<file path="src/rtl/dmgplus_splash_loader_if.sv">
// ROM read port and splash VRAM write port of the DMG+ splash loader.
// The loader is the master; the cart ROM / VRAM side is the slave.
interface dmgplus_splash_loader_if #(
  parameter int BPP = 2
);
  logic [15:0]    rom_addr;
  logic [7:0]     rom_data;
  logic           rom_rd;
  logic           rom_bsy;
  logic [15:0]    vramaddr;
  logic [BPP-1:0] vramdata;
  logic           vramwe;

  modport master (
    output rom_addr, rom_rd, vramaddr, vramdata, vramwe,
    input  rom_data, rom_bsy
  );

  modport slave (
    input  rom_addr, rom_rd, vramaddr, vramdata, vramwe,
    output rom_data, rom_bsy
  );
endinterface

</file>
<file path="src/rtl/dmgplus_splash_loader.sv">
// DMG+ splash loader: probes the cart header for the DMG+ signature, streams the
// splash image (raw or RLE) from ROM into VRAM, then times the splash hold period.
module dmgplus_splash_loader #(
  parameter int          BPP        = 2,
  parameter int          IMG_W      = 160,
  parameter int          IMG_H      = 144,
  parameter logic [31:0] SIG        = 32'h444D472B,
  parameter logic [15:0] SIG_ADDR   = 16'h0100,
  parameter logic [15:0] DELAY_ADDR = 16'h00FE,
  parameter logic [15:0] MODE_ADDR  = 16'h0104,
  parameter logic [15:0] IMG_ADDR   = 16'h0134,
  parameter int          DELAY_BIAS = 130
) (
  input  logic                    clk_8m,
  input  logic                    rst,
  input  logic                    ena,
  input  logic                    lcd_newframe,
  dmgplus_splash_loader_if.master bus,
  output logic                    is_dmgplus,
  output logic                    rle_mode,
  output logic                    rom_read_done,
  output logic                    splash_done
);

  localparam logic [2:0] S_HDR_REQ  = 3'd0;
  localparam logic [2:0] S_HDR_WAIT = 3'd1;
  localparam logic [2:0] S_IMG_REQ  = 3'd2;
  localparam logic [2:0] S_IMG_WAIT = 3'd3;
  localparam logic [2:0] S_PIX      = 3'd4;
  localparam logic [2:0] S_DONE     = 3'd5;
  localparam logic [2:0] S_DELAY    = 3'd6;

  localparam logic [7:0]  X_LAST  = 8'(IMG_W - 1);
  localparam logic [7:0]  Y_LAST  = 8'(IMG_H - 1);
  localparam logic [8:0]  RAW_PIX = 9'(8 / BPP);
  localparam logic [16:0] BIAS    = 17'(DELAY_BIAS);

  logic [2:0]     state_r;
  logic [2:0]     hdr_idx_r;
  logic [15:0]    delay_r;
  logic [7:0]     byte_r;
  logic [8:0]     pix_left_r;
  logic [7:0]     xpos_r;
  logic [7:0]     ypos_r;
  logic [15:0]    frame_cnt_r;
  logic           done_d_r;

  logic           sample_s;
  logic           last_pix_s;
  logic [BPP-1:0] pix_s;
  logic [8:0]     run_s;
  logic [16:0]    diff_s;
  logic [15:0]    target_s;
  logic [15:0]    frame_nxt_s;

  function automatic logic [7:0] sig_byte(input logic [2:0] idx);
    case (idx)
      3'd2:    sig_byte = SIG[31:24];
      3'd3:    sig_byte = SIG[23:16];
      3'd4:    sig_byte = SIG[15:8];
      default: sig_byte = SIG[7:0];
    endcase
  endfunction

  // Datapath helpers: ROM sample strobe, pixel select, delay target, frame count.
  always_comb begin
    sample_s   = !bus.rom_rd && !bus.rom_bsy;
    last_pix_s = (xpos_r == X_LAST) && (ypos_r == Y_LAST);
    run_s      = 9'(bus.rom_data[7:BPP]) + 9'd1;
    if (rle_mode) begin
      pix_s = byte_r[BPP-1:0];
    end else begin
      pix_s = byte_r[7 -: BPP];
    end
    diff_s = {1'b0, delay_r} - BIAS;
    if (diff_s[16]) begin
      target_s = 16'h0000;
    end else begin
      target_s = diff_s[15:0];
    end
    // Frames only count once rom_read_done has been high for a full cycle.
    if (rom_read_done && done_d_r && lcd_newframe && (frame_cnt_r != 16'hFFFF)) begin
      frame_nxt_s = frame_cnt_r + 16'd1;
    end else begin
      frame_nxt_s = frame_cnt_r;
    end
  end

  // Loader FSM with all outputs registered.
  always_ff @(posedge clk_8m) begin
    if (rst || !ena) begin
      state_r       <= S_HDR_REQ;
      hdr_idx_r     <= 3'd0;
      delay_r       <= 16'h0000;
      byte_r        <= 8'h00;
      pix_left_r    <= 9'd0;
      xpos_r        <= 8'd0;
      ypos_r        <= 8'd0;
      frame_cnt_r   <= 16'h0000;
      done_d_r      <= 1'b0;
      bus.rom_addr  <= DELAY_ADDR;
      bus.rom_rd    <= 1'b0;
      bus.vramaddr  <= 16'h0000;
      bus.vramdata  <= '0;
      bus.vramwe    <= 1'b0;
      is_dmgplus    <= 1'b0;
      rle_mode      <= 1'b0;
      rom_read_done <= 1'b0;
      splash_done   <= 1'b0;
    end else begin
      bus.rom_rd <= 1'b0;
      bus.vramwe <= 1'b0;
      done_d_r   <= rom_read_done;
      case (state_r)
        S_HDR_REQ: begin
          bus.rom_rd <= 1'b1;
          if (hdr_idx_r == 3'd6) begin
            is_dmgplus <= 1'b1;
          end
          state_r <= S_HDR_WAIT;
        end
        S_HDR_WAIT: begin
          if (sample_s) begin
            case (hdr_idx_r)
              3'd0: begin
                delay_r[7:0] <= bus.rom_data;
                bus.rom_addr <= DELAY_ADDR + 16'd1;
                hdr_idx_r    <= 3'd1;
                state_r      <= S_HDR_REQ;
              end
              3'd1: begin
                delay_r[15:8] <= bus.rom_data;
                bus.rom_addr  <= SIG_ADDR;
                hdr_idx_r     <= 3'd2;
                state_r       <= S_HDR_REQ;
              end
              3'd2, 3'd3, 3'd4, 3'd5: begin
                if (bus.rom_data != sig_byte(hdr_idx_r)) begin
                  rom_read_done <= 1'b1;
                  state_r       <= S_DONE;
                end else begin
                  bus.rom_addr <= (hdr_idx_r == 3'd5) ? MODE_ADDR : (bus.rom_addr + 16'd1);
                  hdr_idx_r    <= hdr_idx_r + 3'd1;
                  state_r      <= S_HDR_REQ;
                end
              end
              default: begin
                rle_mode     <= bus.rom_data[0];
                bus.rom_addr <= IMG_ADDR;
                state_r      <= S_IMG_REQ;
              end
            endcase
          end
        end
        S_IMG_REQ: begin
          bus.rom_rd <= 1'b1;
          state_r    <= S_IMG_WAIT;
        end
        S_IMG_WAIT: begin
          if (sample_s) begin
            byte_r     <= bus.rom_data;
            pix_left_r <= rle_mode ? run_s : RAW_PIX;
            state_r    <= S_PIX;
          end
        end
        S_PIX: begin
          bus.vramwe   <= 1'b1;
          bus.vramaddr <= {ypos_r, xpos_r};
          bus.vramdata <= pix_s;
          pix_left_r   <= pix_left_r - 9'd1;
          if (!rle_mode) begin
            byte_r <= byte_r << BPP;
          end
          // The final pixel ends the load even if the current run is unfinished.
          if (last_pix_s) begin
            state_r <= S_DONE;
          end else begin
            if (xpos_r == X_LAST) begin
              xpos_r <= 8'd0;
              ypos_r <= ypos_r + 8'd1;
            end else begin
              xpos_r <= xpos_r + 8'd1;
            end
            if (pix_left_r == 9'd1) begin
              bus.rom_addr <= bus.rom_addr + 16'd1;
              state_r      <= S_IMG_REQ;
            end
          end
        end
        S_DONE: begin
          rom_read_done <= 1'b1;
          if (!is_dmgplus) begin
            splash_done <= 1'b1;
          end
          state_r <= S_DELAY;
        end
        S_DELAY: begin
          frame_cnt_r <= frame_nxt_s;
          if (is_dmgplus && (frame_nxt_s >= target_s)) begin
            splash_done <= 1'b1;
          end
        end
        default: begin
          state_r <= S_HDR_REQ;
        end
      endcase
    end
  end

endmodule
</file>
<file path="src/flat_wrapper.sv">
// flat-port wrapper written by rule: the top's interface ports become plain ports
module dmgplus_splash_loader_flat 
#(
  parameter int          BPP        = 2,
  parameter int          IMG_W      = 160,
  parameter int          IMG_H      = 144,
  parameter logic [31:0] SIG        = 32'h444D472B,
  parameter logic [15:0] SIG_ADDR   = 16'h0100,
  parameter logic [15:0] DELAY_ADDR = 16'h00FE,
  parameter logic [15:0] MODE_ADDR  = 16'h0104,
  parameter logic [15:0] IMG_ADDR   = 16'h0134,
  parameter int          DELAY_BIAS = 130
)
  (clk_8m, rst, ena, lcd_newframe, is_dmgplus, rle_mode, rom_read_done, splash_done, bus_rom_addr, bus_rom_rd, bus_vramaddr, bus_vramdata, bus_vramwe, bus_rom_data, bus_rom_bsy);
  dmgplus_splash_loader_if #(.BPP(BPP)) bus_i ();
  input  logic clk_8m;
  input  logic rst;
  input  logic ena;
  input  logic lcd_newframe;
  output logic is_dmgplus;
  output logic rle_mode;
  output logic rom_read_done;
  output logic splash_done;
  output wire logic [$bits(bus_i.rom_addr)-1:0] bus_rom_addr;
  output wire logic [$bits(bus_i.rom_rd)-1:0] bus_rom_rd;
  output wire logic [$bits(bus_i.vramaddr)-1:0] bus_vramaddr;
  output wire logic [$bits(bus_i.vramdata)-1:0] bus_vramdata;
  output wire logic [$bits(bus_i.vramwe)-1:0] bus_vramwe;
  input wire logic [$bits(bus_i.rom_data)-1:0] bus_rom_data;
  input wire logic [$bits(bus_i.rom_bsy)-1:0] bus_rom_bsy;
  assign bus_rom_addr = bus_i.rom_addr;
  assign bus_rom_rd = bus_i.rom_rd;
  assign bus_vramaddr = bus_i.vramaddr;
  assign bus_vramdata = bus_i.vramdata;
  assign bus_vramwe = bus_i.vramwe;
  assign bus_i.rom_data = bus_rom_data;
  assign bus_i.rom_bsy = bus_rom_bsy;
  dmgplus_splash_loader #(.BPP(BPP), .IMG_W(IMG_W), .IMG_H(IMG_H), .SIG(SIG), .SIG_ADDR(SIG_ADDR), .DELAY_ADDR(DELAY_ADDR), .MODE_ADDR(MODE_ADDR), .IMG_ADDR(IMG_ADDR), .DELAY_BIAS(DELAY_BIAS)) u_core (.clk_8m(clk_8m), .rst(rst), .ena(ena), .lcd_newframe(lcd_newframe), .bus(bus_i), .is_dmgplus(is_dmgplus), .rle_mode(rle_mode), .rom_read_done(rom_read_done), .splash_done(splash_done));
endmodule
</file>
<file path="config.mk">
export PLATFORM = sky130hd
export DESIGN_NAME = dmgplus_splash_loader_flat
export DESIGN_NICKNAME = d
export VERILOG_FILES = /design/src/rtl/dmgplus_splash_loader_if.sv /design/src/rtl/dmgplus_splash_loader.sv /design/src/flat_wrapper.sv
export SDC_FILE = /design/constraint.sdc
export NUM_CORES = 1
export LEC_CHECK = 0
export CELL_PAD_IN_SITES_DETAIL_PLACEMENT = 1
export CELL_PAD_IN_SITES_GLOBAL_PLACEMENT = 2
export CORE_MARGIN = 5
export CORE_UTILIZATION = 38
export DETAILED_ROUTE_END_ITERATION = 6
export PLACE_DENSITY = 0.93
export SYNTH_ARGS = -nofsm -noshare
export SYNTH_HDL_FRONTEND = slang
export SYNTH_SLANG_ARGS = --single-unit
</file>
<file path="constraint.sdc">
create_clock -name clk_8m -period 6.1 [get_ports clk_8m]
set_clock_uncertainty 0.2 [all_clocks]
set_input_delay 1.83 -clock clk_8m [delete_from_list [all_inputs] [get_ports clk_8m]]
set_output_delay 1.83 -clock clk_8m [all_outputs]
set_load 0.1 [all_outputs]
</file>
---- After elaboration in Yosys (flattened, before gate mapping) ----
Cells that the tools add are included.
storage, ports and cells
  flip-flop bits (word level) ............. 112
  output and inout bits ................... 40
  logic and storage cells ................. 134
operators by class
  add/subtract/negate cells ............... 8
  $lt $le $gt $ge ......................... 1
  equality and inequality tests ........... 29
  muxes and demuxes ....................... 40
  bitwise gates (word level) .............. 3
  reductions and logical operators ........ 34
operators with widths
  cell                                                count
  two-way mux 16 bit                                  7
  two-way mux 8 bit                                   7
  one-hot mux 16 bit (3 select lines)                 1
  adder 16 x 1 -> 16 bit, second input constant       2
  one-hot mux 16 bit (2 select lines)                 1
  one-hot mux 3 bit (7 select lines)                  1
  one-hot mux 7 bit (3 select lines)                  1
  == test 3 bit, second input constant                6
  two-way mux 3 bit                                   6
  two-way mux 9 bit                                   2
  one-hot mux 9 bit (2 select lines)                  1
  AND reduction 3 bit                                 6
  subtractor 16 x 8 -> 17 bit, second input constant  1
  adder 8 x 1 -> 8 bit, second input constant         2
  == test 8 bit, second input constant                2
  greater-or-equal comparator 16 bit                  1
  != test 16 bit, second input constant               1
  one-hot mux 8 bit (2 select lines)                  1
  == test 3 x 2 -> 1 bit, second input constant       4
  != test 2 x 1 -> 1 bit, second input constant       6
  AND reduction 4 bit                                 3
  == test 9 x 1 -> 1 bit, second input constant       1
  one-hot mux 3 bit (3 select lines)                  1
  subtractor 9 x 1 -> 9 bit, second input constant    1
  23 further kinds                                    50

---- Depth between registers and ports, before layout ----
Gate-level depths: netlist of run 1.
  depth in word-level cells ............... 11
  gate-level depth with buffers ........... 16
  depth with buffers taken out ............ 14

---- Least setup slack after synthesis of run 1 ----
OpenSTA, ideal clock, no wires.
  path type ............................... input port to flip-flop
  from .................................... in lcd_newframe
  to ...................................... reg u_core.splash_done
  library setup time ...................... 0.130 ns
  arrival time ............................ 3.929 ns
  data required time ...................... 5.770 ns
  path slack .............................. 1.841 ns
  cell stages on the path ................. 14
  buffers on the path ..................... 2
  cells stage by stage .................... nand3_1 -> a21o_1 -> buf_2 -> or2_1 -> buf_2 -> nand2b_1 -> xnor2_1 -> ha_1 -> a21o_1 -> a21o_1 -> a21oi_1 -> o21ai_0 -> a21oi_1 -> o22ai_1
on the way
  cells in the longest elaborated chain, start to end .. 7
ends and longest elaborated chain
  element                             RTL line                      source
  from (decl)                         flat_wrapper.sv:19            input logic lcd_newframe;
  logical AND 1 bit (2 in a row)      dmgplus_splash_loader.sv:82   if (rom_read_done && done_d_r && lcd_newframe && (frame_cnt_r != 16'hFFFF)) begin
  two-way mux 16 bit                  dmgplus_splash_loader.sv:82
  named net u_core.frame_nxt_s[13]    dmgplus_splash_loader.sv:54   logic [15:0] frame_nxt_s;
  greater-or-equal comparator 16 bit  dmgplus_splash_loader.sv:199  if (is_dmgplus && (frame_nxt_s >= target_s)) begin
  logical AND 1 bit                   dmgplus_splash_loader.sv:199
  != test 2 x 1 -> 1 bit (no line)    n/a
  AND reduction 3 bit (no line)       n/a
  to (signal assigned)                dmgplus_splash_loader.sv:109  splash_done <= 1'b0;
  to (signal assigned)                dmgplus_splash_loader.sv:193  splash_done <= 1'b1;
  to (signal assigned)                dmgplus_splash_loader.sv:200  splash_done <= 1'b1;
  to (decl)                           dmgplus_splash_loader.sv:22   output logic splash_done
The timed path passes the listed nets, and every way through them passes these cells.
A chain may end at the register's enable or synchronous reset.

---- Worst setup path after layout of run 1 ----
Ends and elaborated chain as after synthesis.

==> reports/summary.md, run 1 <==
The synthesized area divided by synthesized cell count is 7.898 um2, and the reported max-cap violation count is 0. Latest clock arrival within the worst-skew pair: 0.36 ns. The delay of the slowest cell on the worst path was 0.74 ns; the x dimension of the die was 140.5 um. After detailed routing, the number of vias per cell comes to 5.432. The endpoint type of the worst setup path is a register.

Summing over every cut layer, the via total after detailed routing is 5785. Clock tree synthesis selected as its root buffer the cell sky130_fd_sc_hd__clkbuf_16. For the number of global-route vias before repair, the log shows 5830. Most common cell type on the critical path: sky130_fd_sc_hd__a21oi_1. The worst-case headroom to the max-slew limit is 0.1630. Counting every instance in the synthesized netlist gives 820. The worst hold path belongs to the class register to register. Hold-critical path depth: 2. The region available for standard cell placement spans 16640 um2. The portion of the post-synthesis area used by sequential elements is 0.3462.

For this run the aggregate overflow at the end of global routing stands at 0. The XOR/XNOR share of the synthesized area was 0.07844; the number of nets in the synthesized netlist was 865. After detailed routing, the number of remaining DRC violations is 0. IR analysis of the VDD net gives a maximum drop of 0.1365 mV. The share of the clock period used by the worst path after layout was 0.7318; the final antenna diode count was 0.

After synthesis, the netlist uses 71 different library cells. For this run, the leading register cell type out of synthesis is sky130_fd_sc_hd__dfxtp_1. The tools report the total global-route track usage as 0.1762. For the pin with the worst max-slew slack, the measured transition is 1.242 ns. Buffers inserted during clock tree synthesis total 9. Main combinational cell family by area after synthesis: simple AND/OR/NAND/NOR gates.

For the final max-slew violation count, the log shows 0. The slowest stage of the critical path is the sky130_fd_sc_hd__or4_1 cell. The fraction of the mapped netlist area in compound gates was 0.1689. The number of flip-flops and latches in the synthesized netlist was 112. The run gives 12.24 mm as the placed wire-length estimate after detailed placement. The tools report the non-filler instance count after layout as 1065. The clock transition at the registers of the reported paths was 0.08 ns; the count of TritonRoute iterations in the first routing pass was 4. The tools report the number of warnings printed during yosys synthesis as 0. During I/O placement, the number of pins put on the boundary was 53. In the final routed layout, each cell accounts on average for 16.14 um.

The synthesized design contains 0 enable-type register cells. In the final timing run, aggregate negative setup slack is 0 ns. TritonCTS built the clock tree.

The post-synthesis share of cell area spent on full adders, half adders and majority gates came out at 0.06182. The share of final-layout standard cells stronger than drive strength 1 is 0.05680, and the power per cell area is 192.8 nW/um2. In this run, post-CTS hold repair placed 0 buffers. The worst setup path is of the input pin to register kind. The area growth from synthesis to layout came out at 14.47%. The tools report the total number of H-tree levels as 3.

The logs give 0 for the number of buffers inserted to repair setup after CTS and 2021 for the layout filler cell count. Proportion of register bits with asynchronous set or reset after synthesis: 0. The number of antenna violations at the first check in global routing came out at 0. For this block, the initial DRC count from the detailed router was 241. After detailed placement, the design holds a cell count of 1049. Counting I/O delays and the setup requirement, the final critical path takes 4.464 ns. For the final wirelength, the log shows 17.19 mm.

Based on the critical path, the design can be clocked at up to 224.0 MHz. The tools report the first-pass GRT wire length as 29.12 mm. Gates resized during post-CTS repair numbered 0. The initial core utilization is 0.3891. For this design the static power due to leakage is 2.641 nW.

Number of hold violations in the final report: 0. The maximum number of pins on one net before global-route repair was 66; the basic-gate share of the synthesized area counting and, or, nand and nor cells was 0.2828. The floorplan step defined a die boundary enclosing 19750 um2. After synthesis the cells add up to 6476 um2. Setup repair after global routing left no endpoint under its margin. The worst-case reg-to-reg path depth was 13; the sink count of the clock tree was 112. The number of I/O port buffers came out at 52. Element type at the critical path start: an input pin. The signal on the critical path passes through clkdlybuf4s50_1 > nand3_1 > or4_1 > nor3_1 > xor2_1 > ha_1 > a21o_1 > a21oi_1 > o21ai_0 > a21oi_1 > o22ai_1. The final layout contains 885 nets. The initialized floorplan defines 47 standard-cell rows. From bottom edge to top edge, the die measures 140.5 um. The data required time of the critical path was 6.12 ns; the multiplexer area fraction after synthesis was 0.02106. Routability-driven placement finished with a final weighted congestion of 0.8125. Setup violations remaining at the end of the flow were counted as 0.

The final antenna-violating net count was 0. STA puts the critical path data arrival time at 4.48 ns. The flow ran to the end, and the final reports show no timing, DRC or antenna violations. The maximum number of buffers from clock root to sink came out at 2.

Along the worst path, the maximum fanout reaches 9.
[path summary, 6_finish.rpt]
kind              slack [ns]                                   to                                 from
hold reg to reg         0.26  u_core.bus.vramaddr[1]$_SDFFE_PP0P_  u_core.bus.vramaddr[1]$_SDFFE_PP0P_
setup reg to reg        2.55      u_core.splash_done$_SDFFE_PP0P_   u_core.frame_cnt_r[8]$_SDFFE_PP0N_
hold / removal          0.26  u_core.bus.vramaddr[1]$_SDFFE_PP0P_  u_core.bus.vramaddr[1]$_SDFFE_PP0P_
setup / recovery        1.64      u_core.splash_done$_SDFFE_PP0P_                         lcd_newframe
[flip-flops by register name, summed over array words and instances, names as in the netlist, 2 cells and up]
register and cells:
u_core.state_r 3, u_core.pix_left_r 9, u_core.hdr_idx_r 3, u_core.byte_r 8, u_core.ypos_r 8, u_core.bus.vramaddr 16, u_core.frame_cnt_r 16, u_core.bus.vramdata 2
u_core.bus.rom_addr 16, u_core.delay_r 16, u_core.xpos_r 8
[worst max-delay path: cells and delay by family]
family,cells,cell delay [ns]
AO/OA/AOI/OAI,5,0.60
XOR/XNOR,1,0.17
adder cells (fa/ha/maj),1,0.26
buffers and inverters,1,0.47
AND/OR/NAND/NOR,3,1.14
[per-stage QoR]
stage / util / total power [mW] / area (um2) / setup WS (ns) / hold slack, ns
4_1_cts: 0.4455 / 1.455 / 7413 / 1.646 / 0.2625
5_1_grt: 0.4455 / 1.483 / 7413 / 1.357 / 0.2811
2_1_floorplan: - / 0.8002 / 6476 / 1.841 / 0.2317
6_report: 0.4455 / 1.429 / 7413 / 1.636 / 0.2580
3_5_place_dp: 0.4272 / 0.8251 / 7109 / 1.249 / 0.2508
3_3_place_gp: 0.4272 / 0.8247 / 7109 / 1.288 / 0.2438
[power breakdown]
| group | internal (mW) | total, mW | switching (mW) | leakage [nW] |
|---|---|---|---|---|
| clock network | 0.327 | 0.622 | 0.295 | 0.146 |
| logic | 0.0231 | 0.0719 | 0.0487 | 1.59 |
| registers | 0.732 | 0.736 | 0.00336 | 0.903 |
[Yosys cell counts (4+ instances only)]
master                     count  area share
sky130_fd_sc_hd__xnor2_1      28       0.038
sky130_fd_sc_hd__dfxtp_1     112        0.35
sky130_fd_sc_hd__a21oi_1      72       0.056
sky130_fd_sc_hd__ha_1         32       0.062
sky130_fd_sc_hd__buf_2        15       0.012
sky130_fd_sc_hd__nand2b_1      7      0.0068
sky130_fd_sc_hd__nand4_1      15       0.014
sky130_fd_sc_hd__a31oi_1       6      0.0058
sky130_fd_sc_hd__nor3_1       32       0.025
sky130_fd_sc_hd__o41ai_1       4      0.0054
sky130_fd_sc_hd__a211oi_1      8      0.0093
sky130_fd_sc_hd__or4_1         5      0.0058
sky130_fd_sc_hd__nand2_1     124       0.072
sky130_fd_sc_hd__nor4_1        8      0.0077
sky130_fd_sc_hd__a21o_1       10       0.012
sky130_fd_sc_hd__nor2_1       83       0.048
sky130_fd_sc_hd__o311ai_0      4      0.0054
sky130_fd_sc_hd__xor2_1       30       0.041
sky130_fd_sc_hd__a311oi_1      6      0.0081
sky130_fd_sc_hd__mux2_2        5      0.0087
sky130_fd_sc_hd__clkbuf_1     26       0.015
sky130_fd_sc_hd__inv_1        13      0.0075
sky130_fd_sc_hd__nand3_1      44       0.034
sky130_fd_sc_hd__buf_1         5      0.0029
sky130_fd_sc_hd__o31ai_1       5      0.0058
sky130_fd_sc_hd__mux2i_1       8       0.012
sky130_fd_sc_hd__nor2b_1       7      0.0068
sky130_fd_sc_hd__o21ai_0      29       0.022
sky130_fd_sc_hd__or3_1         5      0.0048
sky130_fd_sc_hd__and3_1       12       0.012
[final cells by class]
class                   instances  area [um2]  area share
flip-flops and latches        112        2242      0.3024
well taps                     220       275.3     0.03713
clock inverters                 6       75.07     0.01013
inverters                      13       48.80    0.006582
repair buffers                 58       565.5     0.07629
clock buffers                  10       229.0     0.03089
multi-input cells             646        3978      0.5365
[logic make-up (layout without fill, tap and decap cells)]
group                    count (synthesis)  in the layout
buffers and inverters                   62             87
flip-flops                             112            112
multiplexers                            13             13
XOR/XNOR                                58             58
AO/OA/AOI/OAI                          171            171
adder cells (fa/ha/maj)                 32             32
AND/OR/NAND/NOR                        372            372
[routing by layer]
metal,track usage,share of wire,up-vias
met5,0,0,-
met4,0.03978,0.0098,0
met3,0.03545,0.025,11
met2,0.3075,0.49,52
met1,0.2243,0.47,2774
li1,-,-,2948
[cells in the final DEF, fill, tap and decap left out, types with 7 or more instances in the layout]
cell type                         synthesis  final
sky130_fd_sc_hd__a21o_1                  10     10
sky130_fd_sc_hd__dfxtp_1                112    112
sky130_fd_sc_hd__ha_1                    32     32
sky130_fd_sc_hd__nand3_1                 44     44
sky130_fd_sc_hd__nor3_1                  32     32
sky130_fd_sc_hd__clkdlybuf4s50_1          0     52
sky130_fd_sc_hd__clkbuf_16                0      9
sky130_fd_sc_hd__and3_1                  12     12
sky130_fd_sc_hd__nor2_1                  83     83
sky130_fd_sc_hd__a211oi_1                 8      8
sky130_fd_sc_hd__nand4_1                 15     15
sky130_fd_sc_hd__xnor2_1                 28     28
sky130_fd_sc_hd__a21oi_1                 72     72
sky130_fd_sc_hd__xor2_1                  30     30
sky130_fd_sc_hd__nor4_1                   8      8
sky130_fd_sc_hd__o21ai_0                 29     29
sky130_fd_sc_hd__mux2i_1                  8      8
sky130_fd_sc_hd__inv_1                   13     13
sky130_fd_sc_hd__nand2_1                124    124
sky130_fd_sc_hd__nor2b_1                  7      7
Power figures use the tool's default switching activity.
==> run 2: changes to the inputs <==
--- a/config.mk
+++ b/config.mk
@@ -8,9 +8,9 @@
 export CELL_PAD_IN_SITES_DETAIL_PLACEMENT = 1
 export CELL_PAD_IN_SITES_GLOBAL_PLACEMENT = 2
 export CORE_MARGIN = 5
-export CORE_UTILIZATION = 38
+export CORE_UTILIZATION = 32
 export DETAILED_ROUTE_END_ITERATION = 6
-export PLACE_DENSITY = 0.93
+export PLACE_DENSITY = 0.84
 export SYNTH_ARGS = -nofsm -noshare
 export SYNTH_HDL_FRONTEND = slang
 export SYNTH_SLANG_ARGS = --single-unit
==> constraint.sdc (replaced) <==
create_clock -name clk_8m -period 3.83 [get_ports clk_8m]
set_clock_uncertainty 0.2 [all_clocks]
set_input_delay 1.149 -clock clk_8m [delete_from_list [all_inputs] [get_ports clk_8m]]
set_output_delay 1.149 -clock clk_8m [all_outputs]
set_load 0.1 [all_outputs]
==> run 2 against run 1 <==
Compared with the run above:
- flip-flop and latch count unchanged
- power up 64%
- routed wire length up 7.1%
- sequential share of layout area down 0.73 points
- hold slack about the same
- clock power up 67%
- die area up 17%
- critical endpoint unchanged
- core utilization down 6.8 points
- sequential power up 59%
- critical path depth up 1
- via count up 2.2%
- global-route usage down 1.6 points
==> reports/summary.md, run 2 (synthesis results as in run 1) <==
The flow ran to the end, and the final reports show no timing, DRC or antenna violations. The commonest non-fill, non-tap cell in the layout was sky130_fd_sc_hd__nand2_1. Total power for the finished layout comes to 2.339 mW. After detailed routing, the number of vias per cell comes to 5.189.

For the latest clock arrival within the worst-skew pair, the log shows 0.36 ns. Number of global-route vias before repair: 6083. The number of hold violations in the final report is 0, and the final antenna diode count is 0.

No sink is reached through more buffers than the 2 on the longest clock path. The clock period minus worst slack is 3.626 ns, and the worst-case headroom to the max-slew limit is 0.4352. The logs give 112 for the sink count of the clock tree and 910 for the final net count. Of all nets on the critical path, the largest fanout is 5. Entering global routing, the biggest net connects 50 pins.

The number of rows in the core area is 52, and the count of placed standard cells including taps is 1124. Summed over all layers, the global routing overflow is 0. Setup violations remaining at the end of the flow were counted as 0.

The combined area of the multi-input logic cells is 3981 um2, and the utilization of the core after routing is 0.3778. The number of top-level pins was 53; the layout filler cell count was 2468. The logs give 4 for the count of TritonRoute iterations in the first routing pass and 0.54 ns for the flop-to-flop setup slack. Sequential share of power: 0.501. For the data required time of the critical path, the log shows 3.87 ns. The worst setup slack after layout is 0.2044 ns, and the global placer's final weighted congestion is 0.8215. Setup repair after global routing left no endpoint under its margin. The first global-routing pass estimated 31.31 mm of wire. The library cells used most frequently in the layout, excluding fill and tap cells, are 124 x sky130_fd_sc_hd__nand2_1, 112 x sky130_fd_sc_hd__dfxtp_1, 83 x sky130_fd_sc_hd__nor2_1. The proportion of total power due to net switching works out to 0.2489. The setup path with the least slack is of type input pin to register. The post-route standard cell area excluding fillers was 7596 um2. Sequential cell area: 2242 um2. The static leakage came out at 2.848 nW.

The path class of the tightest hold or removal check is register to register. For the placed wire-length estimate after detailed placement, the log shows 13.51 mm. Endpoint type of the worst setup path: a register. During placement, the flow inserted port buffers numbering 52. Internal power comes to 1.757 mW. Clock tree synthesis inserted a total of 9 buffers. Post-cts sizing count: 0. TritonCTS built the clock tree. The total area inside the core boundary comes to 20100 um2.

The worst endpoint data arrival time is 3.67 ns. The H-tree generated during clock tree synthesis spans 3 levels. For this design, the CTS-stage hold fixing added 0 buffers. The routed layout has 5915 vias. The initial core utilization was 0.3221; the area growth from synthesis to layout was 17.29%. The count of nets left with antenna violations once routing finished came out at 0.

Power per cell area: 307.9 nW/um2. The largest vdd supply drop was 0.2545 mV; the vertical die dimension was 152.3 um. The final max-slew violation count is 0. After the first detailed-routing iteration, the DRC count stood at 228. The number of antenna violations at the first check in global routing is 0, and the final wirelength is 18.42 mm. The x dimension of the die came out at 152.3 um. The final sum of negative setup slack is 0 ns. The total global-route track usage was 0.1601.

The share of final-layout standard cells stronger than drive strength 1 was 0.1322; the highest clock frequency the design can meet was 275.8 MHz. The run gives 23180 um2 as the area of the die. The combinational cell fraction of total power was 0.054; the share of the clock period used by the worst path after layout was 0.9466. In the final routed layout, each cell accounts on average for 16.16 um.

OpenSTA, run right after detailed placement, puts the worst setup slack at -0.2610 ns. Clock share of power: 0.445. For the pin with the worst max-slew slack, the measured transition is 0.8454 ns.

For this run, design rule violations remaining after detail routing come to 0. Post-CTS timing repair inserted 0 buffers for setup. The logs give 0 for the reported max-cap violation count and 7272 um2 for the instance area at placement.

The tools report the switching power as 0.5822 mW. The clock root buffer was sky130_fd_sc_hd__clkbuf_16. The hold slack is 0.2578 ns, and the non-filler instance count after layout is 1140.

STA classifies the critical path startpoint as an input pin. Clock-pin slew was measured on the worst setup and hold paths at 0.08 ns.
[run 2: changes by cell type in the layout (fill, tap and decap cells not counted)]
| cell | change |
|---|---|
| sky130_fd_sc_hd__buf_12 | +1 |
| sky130_fd_sc_hd__buf_4 | +64 |
| sky130_fd_sc_hd__clkbuf_1 | -1 |
| sky130_fd_sc_hd__clkbuf_8 | +1 |
| sky130_fd_sc_hd__clkdlybuf4s50_1 | -40 |
| sky130_fd_sc_hd__clkinvlp_4 | -1 |
| sky130_fd_sc_hd__inv_6 | -1 |
| sky130_fd_sc_hd__inv_8 | +2 |
| sky130_fd_sc_hd__or4_1 | -1 |
| sky130_fd_sc_hd__or4_4 | +1 |
[run 2: layout make-up]
| cell class | count | share of cell area |
|---|---|---|
| clock buffers | 10 | 0.03146 |
| clock inverters | 6 | 0.01071 |
| inverters | 13 | 0.006424 |
| multi-input cells | 646 | 0.5241 |
| flip-flops and latches | 112 | 0.2952 |
| well taps | 270 | 0.04447 |
| repair buffers | 83 | 0.08763 |
[run 2: worst paths after layout]
path	from	end	cells after the start
worst max register to register	u_core.frame_cnt_r[8]$_SDFFE_PP0N_	u_core.splash_done$_SDFFE_PP0P_	13
worst max-delay path	lcd_newframe	u_core.splash_done$_SDFFE_PP0P_	12
worst min-delay path	u_core.bus.vramaddr[1]$_SDFFE_PP0P_	u_core.bus.vramaddr[1]$_SDFFE_PP0P_	2
worst min register to register	u_core.bus.vramaddr[1]$_SDFFE_PP0P_	u_core.bus.vramaddr[1]$_SDFFE_PP0P_	2
[run 2: per-layer routing]
layer | wire length (um) | vias up | global-route usage
met5 | 0 | - | 0
met4 | 131 | 0 | 0.02354
met3 | 449 | 9 | 0.03635
met2 | 8994 | 45 | 0.2769
met1 | 8842 | 2874 | 0.2089
li1 | - | 2987 | -
[run 2: worst max-delay path: stages]
cell,delay (ns)
sky130_fd_sc_hd__clkdlybuf4s50_1,0.46
sky130_fd_sc_hd__nand3_1,0.16
sky130_fd_sc_hd__or4_4,0.62
sky130_fd_sc_hd__buf_4,0.17
sky130_fd_sc_hd__xnor2_1,0.13
sky130_fd_sc_hd__ha_1,0.21
sky130_fd_sc_hd__a21o_1,0.15
sky130_fd_sc_hd__a21o_1,0.17
sky130_fd_sc_hd__a21oi_1,0.16
sky130_fd_sc_hd__o21ai_0,0.09
sky130_fd_sc_hd__a21oi_1,0.12
sky130_fd_sc_hd__o22ai_1,0.09
[run 2: power by group through the flow]
stage	logic [mW]	registers (mW)	clock network (mW)
finish	0.127	1.17	1.04
global route	0.139	1.17	1.12
CTS	0.129	1.17	1.07
detailed placement	0.128	1.20	0
global placement	0.127	1.20	0
floorplan	0.0682	1.21	0
==> run 3: changes to the inputs <==
--- a/config.mk
+++ b/config.mk
@@ -14,3 +14,4 @@
 export SYNTH_ARGS = -nofsm -noshare
 export SYNTH_HDL_FRONTEND = slang
 export SYNTH_SLANG_ARGS = --single-unit
+export TNS_END_PERCENT = 30
==> results of run 3 <==
Final layout, timing and power as in run 2 (identical DEF).
